==> config.mk <==
export PLATFORM = sky130hd
export DESIGN_NAME = mem_arbiter_flat
export DESIGN_NICKNAME = d
export VERILOG_FILES = /design/src/rtl/mem_arbiter_if.sv /design/src/rtl/mem_arbiter.sv /design/src/flat_wrapper.sv
export SDC_FILE = /design/constraint.sdc
export NUM_CORES = 1
export LEC_CHECK = 0
export CAP_MARGIN = 25
export CORE_AREA = 2 2 66 68
export CTS_CLUSTER_SIZE = 12
export DETAILED_ROUTE_END_ITERATION = 10
export DIE_AREA = 0 0 68 70
export DONT_BUFFER_PORTS = 1
export PLACE_DENSITY = 0.6
export SLEW_MARGIN = 20
export SYNTH_ARGS = -nofsm -noshare
export SYNTH_HDL_FRONTEND = slang
export SYNTH_SLANG_ARGS = --single-unit
export TNS_END_PERCENT = 1
==> constraint.sdc <==
create_clock -name i_CLOCK -period 3.4 [get_ports i_CLOCK]
set_input_delay 0.51 -clock i_CLOCK [delete_from_list [all_inputs] [get_ports i_CLOCK]]
set_output_delay 0.51 -clock i_CLOCK [all_outputs]
set_load 0.05 [all_outputs]
==> src/rtl/mem_arbiter_if.sv <==
// Memory-port bundle shared by the arbiter, CPU datapath, I/O requester and Memory.
// slave = arbiter side; master = environment (CPU, requester, Memory) side.
interface mem_arbiter_if #(
   parameter int ADDR_W = 16,
   parameter int DATA_W = 16
);
   logic              i_CPU_HALTED;
   logic              o_IOPAUSE;
   logic [ADDR_W-1:0] i_CPU_RADDR;
   logic [ADDR_W-1:0] i_CPU_WADDR;
   logic [DATA_W-1:0] i_CPU_WDATA;
   logic              i_CPU_WRITE;
   logic              i_IO_REQ;
   logic              i_IO_WRITE;
   logic [ADDR_W-1:0] i_IO_ADDR;
   logic [DATA_W-1:0] i_IO_WDATA;
   logic              o_IO_GNT;
   logic              o_IO_ACK;
   logic [DATA_W-1:0] o_IO_RDATA;
   logic [ADDR_W-1:0] o_MEM_RADDR;
   logic [ADDR_W-1:0] o_MEM_WADDR;
   logic [DATA_W-1:0] o_MEM_WDATA;
   logic              o_MEM_WRITE;
   logic [DATA_W-1:0] i_MEM_RDATA;
   logic              o_OWNER;

   modport slave (
      input  i_CPU_HALTED, i_CPU_RADDR, i_CPU_WADDR, i_CPU_WDATA, i_CPU_WRITE,
      input  i_IO_REQ, i_IO_WRITE, i_IO_ADDR, i_IO_WDATA, i_MEM_RDATA,
      output o_IOPAUSE, o_IO_GNT, o_IO_ACK, o_IO_RDATA,
      output o_MEM_RADDR, o_MEM_WADDR, o_MEM_WDATA, o_MEM_WRITE, o_OWNER
   );

   modport master (
      output i_CPU_HALTED, i_CPU_RADDR, i_CPU_WADDR, i_CPU_WDATA, i_CPU_WRITE,
      output i_IO_REQ, i_IO_WRITE, i_IO_ADDR, i_IO_WDATA, i_MEM_RDATA,
      input  o_IOPAUSE, o_IO_GNT, o_IO_ACK, o_IO_RDATA,
      input  o_MEM_RADDR, o_MEM_WADDR, o_MEM_WDATA, o_MEM_WRITE, o_OWNER
   );
endinterface

==> src/rtl/mem_arbiter.sv <==
// Shares the memory port between CPU and one I/O requester; burst cap only with MEM_ARB_BURST_LIMIT_EN.
// Latency: grant 2 clocks after request if CPU halted, ack 1 clock after each transfer; requester waits on o_IO_GNT.
module mem_arbiter #(
   parameter int ADDR_W    = 16,
   parameter int DATA_W    = 16,
   parameter int MAX_BURST = 8,
   parameter int CPU_GUARD = 4
) (
   input logic          i_CLOCK,
   input logic          i_RESETn,
   mem_arbiter_if.slave bus
);

   typedef enum logic [1:0] {
      ST_CPU        = 2'd0,
      ST_PAUSE_WAIT = 2'd1,
      ST_IO         = 2'd2,
      ST_RELEASE    = 2'd3
   } state_t;

   localparam logic [7:0] GUARD_LD = CPU_GUARD[7:0];

   if (ADDR_W < 1 || DATA_W < 1 || MAX_BURST < 1 || MAX_BURST > 255 ||
       CPU_GUARD < 0 || CPU_GUARD > 255) begin : g_bad_param
      $error("mem_arbiter: parameter out of range");
   end

   state_t            state, state_nxt;
   logic [7:0]        guard_cnt, guard_nxt;
   logic              pause_q, gnt_q, owner_q, ack_q;
   logic [DATA_W-1:0] rdata_q;
   logic              xfer;
   logic              burst_done;

   assign xfer = (state == ST_IO) && bus.i_IO_REQ;

`ifdef MEM_ARB_BURST_LIMIT_EN
   localparam logic [7:0] BURST_LIM = MAX_BURST[7:0];
   logic [7:0] burst_cnt;

   // Counter is cleared whenever outside IO, so every grant starts from zero.
   always_ff @(posedge i_CLOCK or negedge i_RESETn) begin
      if (!i_RESETn)            burst_cnt <= 8'd0;
      else if (state != ST_IO)  burst_cnt <= 8'd0;
      else if (xfer)            burst_cnt <= burst_cnt + 8'd1;
   end

   assign burst_done = xfer && ((burst_cnt + 8'd1) == BURST_LIM);
`else
   assign burst_done = 1'b0;
`endif

   always_comb begin
      state_nxt = state;
      guard_nxt = guard_cnt;
      case (state)
         ST_CPU: begin
            if (guard_cnt != 8'd0)
               guard_nxt = guard_cnt - 8'd1;
            if (bus.i_IO_REQ && guard_cnt == 8'd0)
               state_nxt = ST_PAUSE_WAIT;
         end
         ST_PAUSE_WAIT: begin
            if (!bus.i_IO_REQ)
               state_nxt = ST_RELEASE;
            else if (bus.i_CPU_HALTED)
               state_nxt = ST_IO;
         end
         ST_IO: begin
            if (!bus.i_IO_REQ || burst_done)
               state_nxt = ST_RELEASE;
         end
         ST_RELEASE: begin
            guard_nxt = GUARD_LD;
            state_nxt = ST_CPU;
         end
         default: state_nxt = ST_CPU;
      endcase
   end

   // Pause/grant/owner are flopped from the next state so they line up with the state register.
   always_ff @(posedge i_CLOCK or negedge i_RESETn) begin
      if (!i_RESETn) begin
         state     <= ST_CPU;
         guard_cnt <= 8'd0;
         pause_q   <= 1'b0;
         gnt_q     <= 1'b0;
         owner_q   <= 1'b0;
         ack_q     <= 1'b0;
         rdata_q   <= '0;
      end else begin
         state     <= state_nxt;
         guard_cnt <= guard_nxt;
         pause_q   <= (state_nxt != ST_CPU);
         gnt_q     <= (state_nxt == ST_IO);
         owner_q   <= (state_nxt == ST_IO);
         ack_q     <= xfer;
         if (xfer && !bus.i_IO_WRITE)
            rdata_q <= bus.i_MEM_RDATA;
      end
   end

   always_comb begin
      bus.o_MEM_RADDR = bus.i_CPU_RADDR;
      bus.o_MEM_WADDR = bus.i_CPU_WADDR;
      bus.o_MEM_WDATA = bus.i_CPU_WDATA;
      bus.o_MEM_WRITE = bus.i_CPU_WRITE;
      case (state)
         ST_IO: begin
            bus.o_MEM_RADDR = bus.i_IO_ADDR;
            bus.o_MEM_WADDR = bus.i_IO_ADDR;
            bus.o_MEM_WDATA = bus.i_IO_WDATA;
            // Idle IO cycles must not write memory.
            bus.o_MEM_WRITE = bus.i_IO_WRITE && bus.i_IO_REQ;
         end
         ST_RELEASE: bus.o_MEM_WRITE = 1'b0;
         default: ;
      endcase
   end

   assign bus.o_IOPAUSE  = pause_q;
   assign bus.o_IO_GNT   = gnt_q;
   assign bus.o_OWNER    = owner_q;
   assign bus.o_IO_ACK   = ack_q;
   assign bus.o_IO_RDATA = rdata_q;

endmodule

==> src/flat_wrapper.sv <==
// flat-port wrapper written by rule: the top's interface ports become plain ports
module mem_arbiter_flat 
#(
   parameter int ADDR_W    = 16,
   parameter int DATA_W    = 16,
   parameter int MAX_BURST = 8,
   parameter int CPU_GUARD = 4
)
  (i_CLOCK, i_RESETn, bus_i_CPU_HALTED, bus_i_CPU_RADDR, bus_i_CPU_WADDR, bus_i_CPU_WDATA, bus_i_CPU_WRITE, bus_i_IO_REQ, bus_i_IO_WRITE, bus_i_IO_ADDR, bus_i_IO_WDATA, bus_i_MEM_RDATA, bus_o_IOPAUSE, bus_o_IO_GNT, bus_o_IO_ACK, bus_o_IO_RDATA, bus_o_MEM_RADDR, bus_o_MEM_WADDR, bus_o_MEM_WDATA, bus_o_MEM_WRITE, bus_o_OWNER);
  mem_arbiter_if #(.ADDR_W(ADDR_W), .DATA_W(DATA_W)) bus_i ();
  input logic i_CLOCK;
  input logic i_RESETn;
  input wire logic [$bits(bus_i.i_CPU_HALTED)-1:0] bus_i_CPU_HALTED;
  input wire logic [$bits(bus_i.i_CPU_RADDR)-1:0] bus_i_CPU_RADDR;
  input wire logic [$bits(bus_i.i_CPU_WADDR)-1:0] bus_i_CPU_WADDR;
  input wire logic [$bits(bus_i.i_CPU_WDATA)-1:0] bus_i_CPU_WDATA;
  input wire logic [$bits(bus_i.i_CPU_WRITE)-1:0] bus_i_CPU_WRITE;
  input wire logic [$bits(bus_i.i_IO_REQ)-1:0] bus_i_IO_REQ;
  input wire logic [$bits(bus_i.i_IO_WRITE)-1:0] bus_i_IO_WRITE;
  input wire logic [$bits(bus_i.i_IO_ADDR)-1:0] bus_i_IO_ADDR;
  input wire logic [$bits(bus_i.i_IO_WDATA)-1:0] bus_i_IO_WDATA;
  input wire logic [$bits(bus_i.i_MEM_RDATA)-1:0] bus_i_MEM_RDATA;
  output wire logic [$bits(bus_i.o_IOPAUSE)-1:0] bus_o_IOPAUSE;
  output wire logic [$bits(bus_i.o_IO_GNT)-1:0] bus_o_IO_GNT;
  output wire logic [$bits(bus_i.o_IO_ACK)-1:0] bus_o_IO_ACK;
  output wire logic [$bits(bus_i.o_IO_RDATA)-1:0] bus_o_IO_RDATA;
  output wire logic [$bits(bus_i.o_MEM_RADDR)-1:0] bus_o_MEM_RADDR;
  output wire logic [$bits(bus_i.o_MEM_WADDR)-1:0] bus_o_MEM_WADDR;
  output wire logic [$bits(bus_i.o_MEM_WDATA)-1:0] bus_o_MEM_WDATA;
  output wire logic [$bits(bus_i.o_MEM_WRITE)-1:0] bus_o_MEM_WRITE;
  output wire logic [$bits(bus_i.o_OWNER)-1:0] bus_o_OWNER;
  assign bus_i.i_CPU_HALTED = bus_i_CPU_HALTED;
  assign bus_i.i_CPU_RADDR = bus_i_CPU_RADDR;
  assign bus_i.i_CPU_WADDR = bus_i_CPU_WADDR;
  assign bus_i.i_CPU_WDATA = bus_i_CPU_WDATA;
  assign bus_i.i_CPU_WRITE = bus_i_CPU_WRITE;
  assign bus_i.i_IO_REQ = bus_i_IO_REQ;
  assign bus_i.i_IO_WRITE = bus_i_IO_WRITE;
  assign bus_i.i_IO_ADDR = bus_i_IO_ADDR;
  assign bus_i.i_IO_WDATA = bus_i_IO_WDATA;
  assign bus_i.i_MEM_RDATA = bus_i_MEM_RDATA;
  assign bus_o_IOPAUSE = bus_i.o_IOPAUSE;
  assign bus_o_IO_GNT = bus_i.o_IO_GNT;
  assign bus_o_IO_ACK = bus_i.o_IO_ACK;
  assign bus_o_IO_RDATA = bus_i.o_IO_RDATA;
  assign bus_o_MEM_RADDR = bus_i.o_MEM_RADDR;
  assign bus_o_MEM_WADDR = bus_i.o_MEM_WADDR;
  assign bus_o_MEM_WDATA = bus_i.o_MEM_WDATA;
  assign bus_o_MEM_WRITE = bus_i.o_MEM_WRITE;
  assign bus_o_OWNER = bus_i.o_OWNER;
  mem_arbiter #(.ADDR_W(ADDR_W), .DATA_W(DATA_W), .MAX_BURST(MAX_BURST), .CPU_GUARD(CPU_GUARD)) u_core (.i_CLOCK(i_CLOCK), .i_RESETn(i_RESETn), .bus(bus_i));
endmodule
---- Word level (Yosys, flattened, before mapping) ----
Index checks and enable logic that the tools add are counted.
storage, ports and cells
  bits in registers ....................... 29
  input bits .............................. 102
  output and inout port bits .............. 69
  word-level logic and storage cells ...... 34
operators by class
  add/sub/neg operators ................... 1
  eq/ne operators ......................... 5
  muxes and demuxes ....................... 11
  reduce and logical (&&, ||, !) cells .... 11
operator list
  operator                                                               count
  16-bit two-way mux                                                     3
  8-bit one-hot mux with 2 select lines                                  1
  8-bit logical NOT                                                      1
  2-bit two-way mux                                                      4
  8-bit two-way mux                                                      1
  2-bit one-hot mux with 4 select lines                                  1
  8-bit nonzero test                                                     1
  8-bit by 1-bit subtractor with 8-bit output, second input constant     1
  2-bit equality test, second input constant                             3
  1-bit logical AND                                                      4
  2-bit nonzero test                                                     2
  2-bit by 1-bit equality test with 1-bit output, second input constant  1
  2-bit logical NOT                                                      1
  2-bit by 1-bit != test with 1-bit output, second input constant        1
  1-bit one-hot mux with 2 select lines                                  1
  2-bit AND reduction                                                    1
  1-bit logical NOT                                                      1

---- Depth between registers and ports, before layout ----
Gate-level depths: netlist (run 1).
  depth in word-level cells ............... 5
  mapped depth ............................ 8
  depth with buffers taken out ............ 6

---- Least setup slack after synthesis (run 1) ----
No wires, ideal clock.
  kind .................................... register -> output
  from .................................... register u_core.state[1]
  to ...................................... output bus_o_MEM_RADDR[10]
  arrival time ............................ 1417 ps
  data required time ...................... 2890 ps
  setup slack ............................. 1473 ps
  stages on the path, launching flop included .. 6
  buffers on the path ..................... 2
  cells stage by stage .................... dfrtp_1 or2b_1 clkbuf_1 clkbuf_1 nand2_1 nand2_1
on the way
  longest elaborated chain between the ends .. 2
RTL lines
  element                 line                text
  start, declared         mem_arbiter.sv:28   state_t state, state_nxt;
  start signal, assigned  mem_arbiter.sv:92   state <= state_nxt;
  2-bit equality test     mem_arbiter.sv:108  case (state)
  16-bit two-way mux      mem_arbiter.sv:108
  end, declared           flat_wrapper.sv:27  output wire logic [$bits(bus_i.o_MEM_RADDR)-1:0] bus_o_MEM_RADDR;
Every way passes these cells.

---- Worst setup path after layout (run 1) ----
  from .................................... register u_core.state[0]
  to ...................................... output bus_o_MEM_WRITE
on the way
  longest elaborated chain between the ends .. 2
  elaborated cells on any way between the ends .. 3
  classes of those cells .................. eq/ne (2); mux (1)
RTL lines
  element                                  line                text
  2-bit equality test                      mem_arbiter.sv:108
  1-bit one-hot mux with 2 select lines *  mem_arbiter.sv:108
  end, declared                            flat_wrapper.sv:30  output wire logic [$bits(bus_i.o_MEM_WRITE)-1:0] bus_o_MEM_WRITE;
Mark *: on every way between the ends. The rest lies on a longest branch, timed or not.

==> run metrics, run 1 <==
status complete, no violations; startpoint types flop; EDFF count, synth 0; CP endpoint kind output port; share of cells above drive strength 1 0.131; post-DP HPWL 3.29 mm; relative slew slack 0.399; mux cell area share after synthesis 0.128; flops & latches, synth 29; pin count of the biggest net entering global routing 50; Port-buffer cells 0; Max Cap Violations 0; H-tree Lvls 2; critical path type reg -> out; clk sinks 29; max incr delay on CP 0.48 ns; DR iter-0 viols 90; async set or reset register ratio after synthesis 1.00; Hold Path Class in -> async; Synth Instances 241; Slowest-stage cell, CP dfrtp_1; TNS Setup 0 ns; die width 68 um; GRT Total Usage 0.159; clk_lat worst skew 0.27 ns; Required @ worst endpoint 2.89 ns; core area 4140 um2; vias in the first global route 1,275; RSZ-0062 raised after global routing no; initial antenna violation count 0; most frequent cells in the layout 136 x nand2_1, 29 x dfrtp_1, 10 x mux2_4; Post-Syn Area 1860 um2; fill count 404; Initial Utilization 0.448; TritonCTS clock tree done; CP delay by family, top flip-flops; via count 1,589; cell accounting for the most synthesized area dfrtp_1; Buf/Inv on CP 1; Synth Area in Simple Gates 0.351; Num CTS Buffers 5; Post-synth top flop dfrtp_1; syn nets 344; Synth Area in XOR/XNOR 0; Pins Over Slew Limit 0; Post-Synth Adder-Cell Area 0.00674; Antenna Cells 0; DRT Pass-1 Iters 4; DR vias/cell 5.50; WL/cell 14.6 um; routability cong. 0.765; # IOs 171; area delta synth->final 7.08%; post-synth cell types 33; minimum clock period 2.46 ns; Core Rows 24; grt ovf 0; Final Hold Viols 0; mean area per synthesized cell 7.70 um2; Compound-Gate Fraction of Synth Area 0.0620; Residual DRC 0; synthesis warning total 0; Final nets 339; post-synthesis sequential area ratio 0.391; maximum root-to-sink buffer count 2; crit-path max FO 23; Clk Tree Root Cell clkbuf_8; DRT antenna net count 0; most common cell after layout, fill and taps aside nand2_1; Worst Path Arrival 1.95 ns; largest family of logic cells by synthesized area simple AND/OR/NAND/NOR gates; Die H 70 um; Worst Skew 0.00445 ns; critical-path cell list nor2b_4, buf_4, and2_4, a22o_1; Synth area leaders dfrtp_1 39%, nand2_1 28%, mux2_4 8.1%; final worst path period share 0.724; wire length of the first global-routing pass 5.78 mm; Peak Freq 406 MHz; Detailed Route WL 4.21 mm; Worst-path clk slew 0.06 ns; Least-Margin Pin Slew 0.903 ns; final setup violation count 0; die area 4760 um2; Yosys top cell area share 0.391
## final timing paths
| check | start | end | slack [ns] | cells after the start |
|---|---|---|---|---|
| worst max register to register | u_core.state[0]$_DFF_PN0_ | u_core.bus.o_IO_RDATA[10]$_DFFE_PN0P_ | 1.15 | 5 |
| worst min register to register | u_core.guard_cnt[7]$_DFFE_PN0P_ | u_core.guard_cnt[7]$_DFFE_PN0P_ | 0.49 | 1 |
| max in group asynchronous | i_RESETn | u_core.guard_cnt[6]$_DFFE_PN0P_ | 3.19 | 1 |
| worst max-delay path | u_core.state[0]$_DFF_PN0_ | bus_o_MEM_WRITE | 0.94 | 4 |
| min in group i_CLOCK | bus_i_MEM_RDATA[15] | u_core.bus.o_IO_RDATA[15]$_DFFE_PN0P_ | 0.38 | 1 |
| worst min-delay path | i_RESETn | u_core.bus.o_IO_RDATA[13]$_DFFE_PN0P_ | 0.05 | 1 |
## stage by stage
stage          instance area [um2]   util  setup WS (ns)  hold slack (ns)  std cells
2_1_floorplan                 1860      -           1.47            0.214        241
3_3_place_gp                  1830  0.442           1.19            0.215        280
3_5_place_dp                  1830  0.442           1.12            0.215        280
4_1_cts                       1990  0.479          0.921           0.0544        289
5_1_grt                       1990  0.479          0.824           0.0505        289
6_report                      1990  0.479          0.937           0.0527        289
## timing repair
item	4_1_cts	5_1_grt
hold endpoints to repair	29	0
hold buffers	1	0
resized for setup	0	0
setup buffers	0	0
## worst reg2reg max path, stage by stage, from the launching register on
cell and delay, ns:
dfrtp_1 0.48, nor2b_4 0.28, buf_4 0.29, and2_4 0.19
nor2b_4 0.48, mux2_2 0.41
## Yosys cell counts, types with 2 or more instances
cell type	count
dfrtp_1	29
inv_1	3
clkbuf_1	9
o21ai_0	6
buf_4	2
nor2_1	2
mux2i_1	2
mux2_4	10
nand2_1	136
a21oi_1	3
buf_6	3
nor4_1	3
mux2_2	6
nor2b_4	2
a21boi_0	2
nand3_1	6
## registers in the layout (all words and copies together), names as in the netlist
signal and cells:
u_core.bus.o_IO_GNT 1, u_core.bus.o_IO_RDATA 16, u_core.bus.o_IOPAUSE 1, u_core.state 2
u_core.bus.o_IO_ACK 1, u_core.guard_cnt 8
## cell families after synthesis
| group | Yosys count |
|---|---|
| simple gates | 157 |
| flops | 29 |
| compound gates | 18 |
| buf+inv | 18 |
| mux | 18 |
| fa+ha+maj | 1 |
## metal layers
layer,vias up,GRT usage,part of all wire
met5,-,0,0
met2,122,0.262,0.48
met3,6,0.0548,0.13
met4,0,0.0489,0.0097
li1,761,-,-
met1,700,0.190,0.37
## final cells by class
type,instances,area [um2],share of cell area
Sequential cell,29,726,0.365
Tap cell,52,65.1,0.0327
Inverter,3,11.3,0.00567
Timing Repair Buffer,3,35.0,0.0176
Clock inverter,3,65.1,0.0327
Multi-Input combinational cell,194,1020,0.511
Clock buffer,5,68.8,0.0346
Power of run 1 is not shown: default switching activity piles up to over one toggle a cycle in this logic, so the estimate is an artifact.
==> run 2: changes to the inputs <==
- clock period: 3.4 -> 2.45 ns (I/O delays scaled with it)
==> run metrics, run 2 (synthesis results as in run 1) <==
initial antenna violation count 0; maximum root-to-sink buffer count 2; DRT antenna net count 0; Residual DRC 0; fill count 314; Antenna Cells 0; Peak VDD IR 884 uV; Least-Margin Pin Slew 0.874 ns; Final nets 388; most frequent cells in the layout 136 x nand2_1, 49 x buf_12, 29 x dfrtp_1, 10 x mux2_4; die area 4760 um2; Core Rows 24; clk sinks 29; FF-to-FF End u_core.guard_cnt[7]$_DFFE_PN0P_; Switching Fraction 0.531; sequential share of power 0.254; Num CTS Buffers 5; Pins Over Slew Limit 0; H-tree Lvls 2; grt ovf 0; clk_lat worst skew 0.28 ns; final worst path period share 0.868; PwrDens 1900 nW/um2; Worst path most repeated cell nand2_1; setup ws final 0.324 ns; Power, Total 5.61 mW; Worst Path Arrival 1.76 ns; Final Hold Viols 0; leakage power 1.50 nW; # IOs 171; post-DP HPWL 4.41 mm; max FFs per register 16; Initial Utilization 0.448; routability cong. 0.789; Sw Pwr 2.98 mW; DR iter-0 viols 124; GRT Total Usage 0.216; FF-to-FF setup slack 0.59 ns; CP Capture Point bus_o_MEM_RADDR[13]; share of cells above drive strength 1 0.276; sequential cell area 726 um2; Die H 70 um; startpoint types flop; via count 1,772; Setup crit start u_core.state[0]$_DFF_PN0_; minimum clock period 2.13 ns; R2R Path Start u_core.guard_cnt[0]$_DFFE_PN0P_; DR vias/cell 5.24; critical-path cell list or2b_1, buf_4, nand2_1, nand2_1, buf_12; TritonCTS clock tree done; core area 4140 um2; area occupied by multi-input gates 1020 um2; final setup violation count 0; wire length of the first global-routing pass 7.74 mm; TNS Setup 0 ns; Slowest-stage cell, CP dfrtp_1; critical path type reg -> out; status complete, no violations; Worst-path clk slew 0.06 ns; post-cts resize count 0; Port-buffer cells 0; combinational share of power 0.654; pin count of the biggest net entering global routing 51; max incr delay on CP 0.52 ns; Peak Freq 470 MHz; Worst Skew 0.00904 ns; Hold Path Class in -> reg; cells on worst reg2reg path 6; Util after Layout 0.710; relative slew slack 0.418; CP endpoint kind output port; internal power 2.63 mW; clock power share 0.092; WL/cell 15.9 um; Required @ worst endpoint 2.08 ns; vias in the first global route 1,718; DRT Pass-1 Iters 4; Clk Tree Root Cell clkbuf_8; die width 68 um; most common cell after layout, fill and taps aside nand2_1; Detailed Route WL 5.38 mm; crit-path max FO 50; RSZ-0062 raised after global routing no; Max Cap Violations 0; area delta synth->final 58.7%; Setup WS pre-CTS 0.597 ns
run 2: cell count changes in the layout (fill, tap and decap cells not counted), sizes merged:
cell	before	now
buf	3	51
bufinv	2	1
clkinv	1	0
dlygate4sd3	0	1
clkinvlp	0	1
clkbuf	5	6
run 2: cell type report:
type	instances	area share
well taps	52	0.0221
flip-flops and latches	29	0.246
repair buffers	52	0.342
clock inverters	2	0.0127
clock buffers	6	0.0280
inverters	3	0.00382
multi-input cells	194	0.345
run 2: power groups by stage:
stage          registers [mW]  logic, mW  clock network [mW]
2_1_floorplan            1.35       2.15                   0
3_3_place_gp             1.42       3.61                   0
3_5_place_dp             1.43       3.67                   0
4_1_cts                  1.43       3.70               0.534
5_1_grt                  1.46       3.84               0.549
6_report                 1.43       3.66               0.516
run 2: repair_timing:
action                                 CTS  global route
setup buffers                            0             0
hold buffers                             2             0
endpoints found under the hold margin   29             0
run 2: how the worst min path moves through the flow:
stage,startpoint,end,slack [ns],depth (start not counted)
final,bus_i_MEM_RDATA[0],u_core.bus.o_IO_RDATA[0]$_DFFE_PN0P_,0.23,1
after global routing,bus_i_MEM_RDATA[0],u_core.bus.o_IO_RDATA[0]$_DFFE_PN0P_,0.22,1
after CTS,bus_i_MEM_RDATA[0],u_core.bus.o_IO_RDATA[0]$_DFFE_PN0P_,0.21,1
after detailed placement,i_RESETn,u_core.bus.o_IO_RDATA[14]$_DFFE_PN0P_,0.07,0
after global placement,i_RESETn,u_core.bus.o_IO_RDATA[12]$_DFFE_PN0P_,0.07,0
after floorplan,i_RESETn,u_core.bus.o_IOPAUSE$_DFF_PN0_,0.07,0
run 2: metrics by stage:
step,std cells,area [um2],hold slack (ns)
global placement,328,2790,0.0725
finish,338,2940,0.233
floorplan,241,1860,0.0719
CTS,338,2940,0.213
global route,338,2940,0.217
detailed placement,328,2790,0.0726
run 2: critical path, delay by kind of cell, from the launching register on:
family        cells  cell delay (ns)
flops             1             0.52
buf+inv           2             0.54
simple gates      3             0.41
run 2: metal layers:
metal | vias up | GRT usage | part of all wire
met5 | - | 0 | 0
met4 | 0 | 0.0733 | 0.013
met3 | 5 | 0.0548 | 0.097
met2 | 112 | 0.384 | 0.52
met1 | 798 | 0.241 | 0.37
li1 | 857 | - | -
Note: power is estimated with default switching activity, not from simulation.
